## src/rtl/axi_lite_pkg.sv

```systemverilog
// axi_lite_pkg: shared AXI-Lite response codes and write-FSM states
package axi_lite_pkg;
  typedef enum logic [1:0] {OKAY = 2'b00, EXOKAY = 2'b01, SLVERR = 2'b10, DECERR = 2'b11} resp_t;
  typedef enum logic {IDLE = 1'b0, RESP = 1'b1} wr_state_t;
endpackage

```

## src/rtl/axi_lite_fifo.sv

```systemverilog
// axi_lite_fifo: synchronous FIFO with full/empty flags
// Ports: clk, reset_n (async active-low), i_push/i_data write side,
// i_pop/o_data read side (show-ahead), o_full, o_empty.
module axi_lite_fifo #(
  parameter int WIDTH = 32,
  parameter int DEPTH = 2
) (
  input  logic             clk,
  input  logic             reset_n,
  input  logic             i_push,
  input  logic [WIDTH-1:0] i_data,
  input  logic             i_pop,
  output logic [WIDTH-1:0] o_data,
  output logic             o_full,
  output logic             o_empty
);
  localparam int AW = $clog2(DEPTH);
  logic [WIDTH-1:0] r_mem [DEPTH];
  logic [AW:0] r_wptr, r_rptr;
  always_ff @(posedge clk or negedge reset_n)
    if (!reset_n) begin
      r_wptr <= '0;
      r_rptr <= '0;
    end else begin
      if (i_push) r_wptr <= r_wptr + 1'b1;
      if (i_pop) r_rptr <= r_rptr + 1'b1;
    end
  always_ff @(posedge clk)
    if (i_push) r_mem[r_wptr[AW-1:0]] <= i_data;
  assign o_data = r_mem[r_rptr[AW-1:0]];
  // extra pointer MSB separates full (lap ahead) from empty (same lap)
  assign o_full = (r_wptr[AW] != r_rptr[AW]) && (r_wptr[AW-1:0] == r_rptr[AW-1:0]);
  assign o_empty = r_wptr == r_rptr;
endmodule

```

## src/rtl/axi_lite_wr_slave.sv

```systemverilog
// axi_lite_wr_slave: AXI4-Lite write slave driving a register-file write strobe
// Ports: clk, reset_n (async active-low); AW channel AWADDR/AWVALID/AWREADY;
// W channel WDATA/WSTRB/WVALID/WREADY; B channel BRESP/BVALID/BREADY;
// register port wr_en (one-cycle strobe), wr_idx, wr_data, wr_strb.
module axi_lite_wr_slave import axi_lite_pkg::*; #(
  parameter int                ADDR_W    = 32,
  parameter int                DATA_W    = 32,
  parameter int                DEPTH     = 2,
  parameter logic [ADDR_W-1:0] BASE_ADDR = '0,
  parameter int                NUM_REGS  = 16
) (
  input  logic                        clk,
  input  logic                        reset_n,
  input  logic [ADDR_W-1:0]           AWADDR,
  input  logic                        AWVALID,
  output logic                        AWREADY,
  input  logic [DATA_W-1:0]           WDATA,
  input  logic [DATA_W/8-1:0]         WSTRB,
  input  logic                        WVALID,
  output logic                        WREADY,
  output logic [1:0]                  BRESP,
  output logic                        BVALID,
  input  logic                        BREADY,
  output logic                        wr_en,
  output logic [$clog2(NUM_REGS)-1:0] wr_idx,
  output logic [DATA_W-1:0]           wr_data,
  output logic [DATA_W/8-1:0]         wr_strb
);
  localparam int BYTES = DATA_W / 8;
  localparam int LB = $clog2(BYTES);
  localparam int IW = $clog2(NUM_REGS);
  localparam logic [ADDR_W-1:0] WIN = ADDR_W'(NUM_REGS * BYTES);
  logic w_aw_full, w_aw_empty, w_wd_full, w_wd_empty, w_pop, w_hit;
  logic [ADDR_W-1:0] w_addr, w_offset;
  logic [DATA_W+BYTES-1:0] w_wd;
  wr_state_t r_state, w_next;
  resp_t r_bresp;
  logic r_wr_en;
  logic [IW-1:0] r_wr_idx;
  logic [DATA_W-1:0] r_wr_data;
  logic [BYTES-1:0] r_wr_strb;
  // READY is gated by reset_n so it drops at once when reset asserts
  assign AWREADY = reset_n & ~w_aw_full;
  assign WREADY = reset_n & ~w_wd_full;
  axi_lite_fifo #(.WIDTH(ADDR_W), .DEPTH(DEPTH)) u_aw (
    .clk(clk), .reset_n(reset_n), .i_push(AWVALID & AWREADY), .i_data(AWADDR),
    .i_pop(w_pop), .o_data(w_addr), .o_full(w_aw_full), .o_empty(w_aw_empty)
  );
  axi_lite_fifo #(.WIDTH(DATA_W + BYTES), .DEPTH(DEPTH)) u_wd (
    .clk(clk), .reset_n(reset_n), .i_push(WVALID & WREADY), .i_data({WSTRB, WDATA}),
    .i_pop(w_pop), .o_data(w_wd), .o_full(w_wd_full), .o_empty(w_wd_empty)
  );
  // join one AW with one W once the B slot is free or being freed this cycle
  assign w_pop = !w_aw_empty && !w_wd_empty && (!BVALID || BREADY);
  assign w_offset = w_addr - BASE_ADDR;
  assign w_hit = (w_addr >= BASE_ADDR) && (w_offset < WIN) && (w_offset[LB-1:0] == '0);
  always_ff @(posedge clk or negedge reset_n)
    if (!reset_n) r_state <= IDLE;
    else r_state <= w_next;
  always_comb w_next = w_pop ? RESP : (r_state == RESP && !BREADY) ? RESP : IDLE;
  always_comb BVALID = r_state == RESP;
  always_ff @(posedge clk or negedge reset_n)
    if (!reset_n) begin
      r_bresp <= OKAY;
      r_wr_en <= 1'b0;
      r_wr_idx <= '0;
      r_wr_data <= '0;
      r_wr_strb <= '0;
    end else begin
      r_wr_en <= w_pop && w_hit;
      if (w_pop) r_bresp <= w_hit ? OKAY : SLVERR;
      if (w_pop && w_hit) begin
        r_wr_idx <= w_offset[LB +: IW];
        r_wr_data <= w_wd[DATA_W-1:0];
        r_wr_strb <= w_wd[DATA_W +: BYTES];
      end
    end
  assign BRESP = r_bresp;
  assign wr_en = r_wr_en;
  assign wr_idx = r_wr_idx;
  assign wr_data = r_wr_data;
  assign wr_strb = r_wr_strb;
endmodule

```

## config.mk

```make
export PLATFORM = sky130hd
export DESIGN_NAME = axi_lite_wr_slave
export DESIGN_NICKNAME = d
export VERILOG_FILES = /design/src/rtl/axi_lite_pkg.sv /design/src/rtl/axi_lite_fifo.sv /design/src/rtl/axi_lite_wr_slave.sv
export SDC_FILE = /design/constraint.sdc
export NUM_CORES = 1
export LEC_CHECK = 0
export CORE_ASPECT_RATIO = 0.6
export CORE_MARGIN = 3
export CORE_UTILIZATION = 25
export DETAILED_ROUTE_END_ITERATION = 10
export PLACE_DENSITY_LB_ADDON = 0.08
export SYNTH_ARGS = -nofsm -noshare
export SYNTH_HDL_FRONTEND = slang
export SYNTH_SLANG_ARGS = --single-unit
```

## constraint.sdc

```tcl
create_clock -name clk -period 3.1 [get_ports clk]
set_input_delay 0.31 -clock clk [delete_from_list [all_inputs] [get_ports clk]]
set_output_delay 0.31 -clock clk [all_outputs]
set_load 0.005 [all_outputs]
```

==> impl_metrics.sql, run 1 <==
INSERT INTO impl_metrics (metric_group, metric, value, unit) VALUES
('final_layout', 'final_nets', '543', ''),
('logic_synthesis', 'postSynth.topFlopCell', 'edfxtp_1', ''),
('sta', 'layout_worst_path_cycle_share', '0.768', ''),
('critical_path', 'timing.reg2reg.worst_path_depth', '6', ''),
('grt', 'grt_max_degree', '43', ''),
('critical_path', 'worst_ep_arrival_time', '2070', 'ps'),
('logic_synthesis', 'synth_warnings', '0', ''),
('floorplanning', 'dieHeight', '134', 'um'),
('routing', 'route.vias.total', '3285', ''),
('flow_run', 'max_cap_viol_count', '0', ''),
('clock_network', 'clock_latency_of_the_later_clocked_register_in_the_worst_skew_pair', '440', 'ps'),
('critical_path', 'ff2ff_setup_slack', '720', 'ps'),
('logic_synthesis', 'syn-instance-count', '334', ''),
('critical_path', 'worstReg2RegStart', 'u_aw.r_rptr[0]', ''),
('floorplanning', 'initial_standard_cell_utilization_of_the_core', '0.257', ''),
('routing', 'vias_per_cell', '3.90', ''),
('routing', 'route.final.wire_length', '14900', 'um'),
('critical_path', 'cp_max_fo', '8', ''),
('logic_synthesis', 'ys_async_sr_fraction', '0.273', ''),
('routing', 'first_pass_iters', '4', ''),
('grt', 'total_congestion_overflow', '0', ''),
('sta', 'max_freq', '0.420', 'GHz'),
('sta', 'timing.final.max_slew_violations', '0', ''),
('clock_network', 'cts_root_buffer', 'clkbuf_16', ''),
('floorplanning', 'design.die.area', '29500', 'sq um'),
('routing', 'drtAntennaViolNets', '0', ''),
('critical_path', 'cp-startpoint', 'u_aw.r_rptr[0]', ''),
('critical_path', 'worstSetupStartpointType', 'register', ''),
('clock_network', 'cts_tree', 'yes', ''),
('grt', 'grt_pass1_wl', '22500', 'um'),
('logic_synthesis', 'postSynthAreaPerCell', '20.5', 'sq um'),
('logic_synthesis', 'number_of_nets_in_the_synthesized_netlist', '407', ''),
('clock_network', 'ctsHtreeMaxLevel', '4', ''),
('clock_network', 'cts_post_setup_buffers_inserted', '0', ''),
('power', 'power_frac_clock', '0.324', ''),
('floorplanning', 'row_count', '46', ''),
('clock_network', 'register_clock_pin_slew_on_the_reported_worst_setup_and_hold_paths', '70', 'ps'),
('power', 'cellInternalPower', '4810', 'uW'),
('placement', 'placed_cell_area', '8500', 'sq um'),
('logic_synthesis', 'ys_ff_latch', '187', ''),
('logic_synthesis', 'post_synth_instance_area', '6850', 'sq um'),
('final_layout', 'post-route-cell-area', '9070', 'sq um'),
('final_layout', 'ant_diodes', '0', ''),
('power', 'total_switching_power', '1660', 'uW'),
('critical_path', 'critical_path_required', '2790', 'ps'),
('critical_path', 'path_class', 'register to output port', ''),
('routing', 'routedWlPerCell', '17.8', 'um'),
('sta', 'finalWorstPathRequiredPeriod', '2380', 'ps'),
('sta', 'worstMarginPinSlew', '877', 'ps'),
('power', 'comb_power_share', '0.178', ''),
('critical_path', 'rr_endpoint', 'wr_data[6]', ''),
('logic_synthesis', 'synth_seq_area_share', '0.782', ''),
('status', 'run_status', 'completed', ''),
('logic_synthesis', 'number_of_enable_flip_flop_cells_after_synthesis', '136', ''),
('power', 'ir_drop', '364', 'uV'),
('final_layout', 'area_growth', '32.3', '%'),
('sta', 'finalHoldViolCount', '0', ''),
('floorplanning', 'io_pins', '119', ''),
('clock_network', 'clk_path_buf_depth', '2', ''),
('grt', 'grt_pass1_vias', '3651', ''),
('routing', 'first_iter_violations', '111', ''),
('power', 'power.share.switching', '0.256', ''),
('grt', 'initial_antenna_violation_count', '1', ''),
('sta', 'slew_headroom', '0.415', ''),
('sta', 'grt_setup_unrepaired', 'no', ''),
('sta', 'skew', '10.6', 'ps'),
('floorplanning', 'floorplan.die.width', '220', 'um'),
('power', 'power_density', '713', 'nW/um^2'),
('sta', 'timing.setup.tns', '0', 'ps'),
('placement', 'globalplace.congestion', '0.675', ''),
('power', 'power_frac_seq', '0.499', ''),
('floorplanning', 'core_area', '26700', 'sq um'),
('min_path', 'min_path_type', 'primary input to async pin', ''),
('placement', 'io_buffer_count', '117', ''),
('grt', 'global_route.usage.total', '0.107', ''),
('clock_network', 'numCtsBuffers', '17', ''),
('power', 'power.leakage', '0.00336', 'uW'),
('clock_network', 'clock_sinks', '187', ''),
('critical_path', 'worstSetupEndpointType', 'output port', ''),
('placement', 'dp.final_hpwl', '9580', 'um'),
('critical_path', 'setup.worst_path.end', 'AWREADY', ''),
('final_layout', 'final_layout_size_suffix_gt1_frac', '0.259', ''),
('sta', 'finalSetupViolations', '0', ''),
('routing', 'remaining_drc_errors', '0', ''),
('logic_synthesis', 'synth.distinct_cells', '30', '');
[metrics by stage]
step	power (uW)	hold WS, ps	worst slack (ps)	util	instances
after floorplan	3970	14.4	173	-	334
after global placement	4450	205	643	0.318	810
after detailed placement	4480	207	644	0.318	810
after CTS	6610	360	611	0.340	842
after global routing	6830	372	497	0.340	842
final	6470	363	720	0.340	842
[power by group through the flow]
stage                     logic (uW)  registers (uW)  clock network [uW]
final                           1150            3230                2090
after global routing            1280            3260                2300
after CTS                       1200            3230                2180
after detailed placement        1190            3280                   0
after global placement          1180            3270                   0
after floorplan                  725            3240                   0
[registers in the layout, summed over array words and instances, names as in the netlist, 4 cells and up]
signal and cells:
u_aw.r_mem 64, wr_data 32, wr_strb 4, wr_idx 4
u_wd.r_mem 72
[cell usage in the layout (no fill, tap or decap), types with 3 or more instances in the layout]
cell,instances
buf_4,8
clkbuf_16,17
edfxtp_1,136
nand2_1,4
nor2_1,3
inv_1,3
dfrtp_1,50
nor2b_1,4
nor4_1,7
xnor2_1,4
clkdlybuf4s50_1,116
nand3_1,3
mux2_4,38
nor3_1,4
clkinv_1,3
xor2_1,8
mux2_2,42
[synthesized netlist by cell type, drive strengths merged (2+ instances only)]
cell,count,share of area
edfxtp,136,0.60
mux2,80,0.15
dfrtp,51,0.19
buf,9,0.010
xor2,8,0.010
nor4,7,0.0064
nor2,5,0.0027
nand2,4,0.0022
nand3,4,0.0037
nor2b,4,0.0037
nor3,4,0.0029
xnor2,4,0.0051
inv,3,0.0016
and3,2,0.0018
nand4,2,0.0018
nor4b,2,0.0035
[metal layers]
metal,GRT usage,vias up,share of wire
li1,-,1552,-
met1,0.144,1660,0.49
met2,0.157,58,0.45
met3,0.0455,13,0.050
met4,0.0300,2,0.010
met5,0,-,0.00060
[worst max-delay path: stages, from the launching register on]
cell and delay [ps]:
dfrtp_1 530, xor2_1 250, nor2b_1 70, nor2b_1 240
clkdlybuf4s50_1 550
[logic make-up after synthesis]
group	synth area share
xor gates and xnor gates	0.0153
other	0.000547
buffers and inverters	0.0126
muxes	0.152
DFF	0.782
and+or+nand+nor	0.0298
AOI/OAI and AO/OA	0.00749
[final cells by class]
| cell class | count | area (sq um) |
|---|---|---|
| clock buffer | 19 | 433 |
| clock inverter | 12 | 124 |
| fill | 2558 | 17600 |
| inverter | 3 | 11.3 |
| multi-input combinational | 134 | 1430 |
| sequential | 187 | 5360 |
| tap | 360 | 450 |
| timing repair buffer | 127 | 1260 |
[timing repair]
action,CTS,global route
endpoints found under the hold margin,9,0
hold buffers,1,0
resized for setup,0,0
[how the worst min path moves through the flow]
stage | to | slack, ps | cells after the start
finish | u_wd.r_wptr[1] | 360 | 2
global route | u_wd.r_rptr[1] | 370 | 2
CTS | u_wd.r_wptr[1] | 360 | 2
detailed placement | u_wd.r_wptr[1] | 210 | 1
global placement | u_aw.r_wptr[1] | 210 | 1
floorplan | BRESP[1] | 10 | 0
No activity file was read; power rests on OpenSTA's default activity.
==> run 2, diff against run 1 <==
Clock period 3.1 ns to 2.15 ns, I/O delays scaled along.
==> impl_metrics.sql, run 2 (synthesized netlist as in run 1, its figures left out) <==
INSERT INTO impl_metrics (metric_group, metric, value, unit) VALUES
('routing', 'first_pass_iters', '4', ''),
('grt', 'grt_pass1_wl', '23400', 'um'),
('sta', 'final_critical_path_setup_slack', '-87.6', 'ps'),
('power', 'cellInternalPower', '6850', 'uW'),
('sta', 'grt_setup_unrepaired', 'yes', ''),
('grt', 'grt_max_degree', '39', ''),
('clock_network', 'cts_root_buffer', 'clkbuf_16', ''),
('min_path', 'min_path_type', 'primary input to register', ''),
('critical_path', 'path_class', 'register to register', ''),
('final_layout', 'final_layout_size_suffix_gt1_frac', '0.302', ''),
('sta', 'max_freq', '0.447', 'GHz'),
('power', 'power.leakage', '0.00346', 'uW'),
('sta', 'finalSetupViolations', '40', ''),
('routing', 'vias_per_cell', '3.92', ''),
('clock_network', 'ctsHtreeMaxLevel', '4', ''),
('critical_path', 'cp-startpoint', 'u_aw.r_mem[0][22]', ''),
('clock_network', 'register_clock_pin_slew_on_the_reported_worst_setup_and_hold_paths', '70', 'ps'),
('floorplanning', 'row_count', '46', ''),
('sta', 'slew_headroom', '0.589', ''),
('critical_path', 'worst_ep_arrival_time', '2560', 'ps'),
('power', 'total_power', '9440', 'uW'),
('power', 'power_frac_clock', '0.316', ''),
('critical_path', 'cp_max_fo', '26', ''),
('clock_network', 'cts_tree', 'yes', ''),
('floorplanning', 'io_pins', '119', ''),
('floorplanning', 'core_area', '26700', 'sq um'),
('floorplanning', 'floorplan.die.width', '220', 'um'),
('power', 'power_density', '1020', 'nW/um^2'),
('routing', 'remaining_drc_errors', '0', ''),
('power', 'power.share.switching', '0.274', ''),
('grt', 'total_congestion_overflow', '0', ''),
('sta', 'worstMarginPinSlew', '616', 'ps'),
('final_layout', 'layout.core_utilization', '0.347', ''),
('grt', 'global_route.usage.total', '0.111', ''),
('critical_path', 'timing.critical_path.slowest_cell_delay', '410', 'ps'),
('power', 'power_frac_seq', '0.492', ''),
('clock_network', 'clk_path_buf_depth', '2', ''),
('critical_path', 'worst-path-buf-inv', '2', ''),
('final_layout', 'area_growth', '35.2', '%'),
('routing', 'routedWlPerCell', '17.9', 'um'),
('critical_path', 'worstSetupStartpointType', 'register', ''),
('final_layout', 'largest_register_ff_count', '72', ''),
('routing', 'drtAntennaViolNets', '0', ''),
('sta', 'finalHoldViolCount', '0', ''),
('placement', 'dp.final_hpwl', '9990', 'um'),
('final_layout', 'ant_diodes', '0', ''),
('power', 'ir_drop', '356', 'uV'),
('sta', 'timing.final.max_slew_violations', '0', ''),
('grt', 'grt_pass1_vias', '3793', ''),
('critical_path', 'worstSetupEndpointType', 'register', ''),
('status', 'run_status', 'finished with violations', ''),
('flow_run', 'max_cap_viol_count', '0', ''),
('critical_path', 'timing.critical_path.slowest_stage_cell', 'edfxtp_1', ''),
('min_path', 'min-delay-start', 'WDATA[23]', ''),
('power', 'comb_power_share', '0.192', ''),
('power', 'total_switching_power', '2590', 'uW'),
('status', 'violations', 'setup timing', ''),
('grt', 'initial_antenna_violation_count', '0', ''),
('placement', 'globalplace.congestion', '0.654', ''),
('sta', 'layout_worst_path_cycle_share', '1.04', ''),
('clock_network', 'numCtsBuffers', '17', ''),
('critical_path', 'critical_path_required', '2470', 'ps'),
('critical_path', 'worstReg2RegStart', 'u_aw.r_mem[0][22]', ''),
('sta', 'skew', '9.40', 'ps'),
('routing', 'route.vias.total', '3346', ''),
('floorplanning', 'design.die.area', '29500', 'sq um'),
('placement', 'place_inst', '818', ''),
('routing', 'first_iter_violations', '137', ''),
('final_layout', 'final_nets', '553', ''),
('routing', 'route.final.wire_length', '15200', 'um'),
('placement', 'io_buffer_count', '117', ''),
('critical_path', 'ff2ff_setup_slack', '-90', 'ps'),
('clock_network', 'clock_sinks', '187', ''),
('final_layout', 'post_layout_nonfiller_instances', '853', ''),
('final_layout', 'layout.cells.most_common', 'edfxtp_1', ''),
('sta', 'finalWorstPathRequiredPeriod', '2240', 'ps'),
('critical_path', 'worst_path_dominant_cell_family', 'simple AND/OR/NAND/NOR gates', ''),
('critical_path', 'timing.critical_path.cells', 'nor4_4 -> buf_4 -> nand4_1 -> a22oi_2 -> nand3_4 -> buf_12 -> mux2_4', ''),
('clock_network', 'clock_latency_of_the_later_clocked_register_in_the_worst_skew_pair', '440', 'ps'),
('floorplanning', 'dieHeight', '134', 'um'),
('floorplanning', 'initial_standard_cell_utilization_of_the_core', '0.257', ''),
('final_layout', 'layout_common_cells', '136 x edfxtp_1, 114 x clkdlybuf4s50_1, 49 x dfrtp_1', '');
[run 2: stage by stage]
stage                     setup slack (ps)  setup TNS (ps)  hold slack (ps)  area (sq um)
after CTS                            -68.8           -1280              314          9250
after detailed placement              -274           -9650              261          8620
after global routing                  -146           -4360              319          9270
after floorplan                        193               0            -80.6          6870
after global placement                -299          -10890              261          8620
final                                -87.6           -2070              353          9270
[run 2: cell type report]
type                            instances  area [sq um]
Fill cell                            2591         17400
Sequential cell                       187          5360
Multi-Input combinational cell        134          1490
Timing Repair Buffer                  137          1400
Tap cell                              360           450
Clock buffer                           17           425
Clock inverter                         15           133
Inverter                                3          11.3
[run 2: power groups by stage]
stage	Clock [uW]	Combinational, uW	Sequential, uW
2_1_floorplan	0	1060	4670
3_3_place_gp	0	1820	4700
3_5_place_dp	0	1830	4710
4_1_cts	3130	1900	4650
5_1_grt	3290	2010	4690
6_report	2990	1810	4640
[run 2: path summary, 6_finish.rpt]
check	endpoint	depth (start not counted)
max in group asynchronous	wr_data[28]	3
max	wr_data[10]	7
min in group asynchronous	u_wd.r_wptr[1]	3
min	u_wd.r_mem[0][23]	1
max reg2reg	wr_data[10]	7
min reg2reg	u_wd.r_rptr[1]	1
[run 2: per-layer routing]
| metal | share of wire | GRT usage |
|---|---|---|
| met5 | 0 | 0 |
| met4 | 0.013 | 0.0397 |
| met3 | 0.045 | 0.0421 |
| met2 | 0.46 | 0.164 |
| met1 | 0.48 | 0.148 |
[run 2: worst reg2reg max path, cell delays in order, from the launching register on]
cell      delay (ps)
edfxtp_1         410
nor4_4           330
buf_4            160
nand4_1          160
a22oi_2          350
nand3_4          150
buf_12           220
mux2_4           340
[run 2: repair_timing]
action                                  in CTS  in global routing
hold buffers                                 1                  0
endpoints found under the setup margin      43                 42
cloned                                       0                  0
pin swaps                                    2                  1
resized for setup                            9                  3
buffers inserted                             2                  0
endpoints found under the hold margin       51                  0
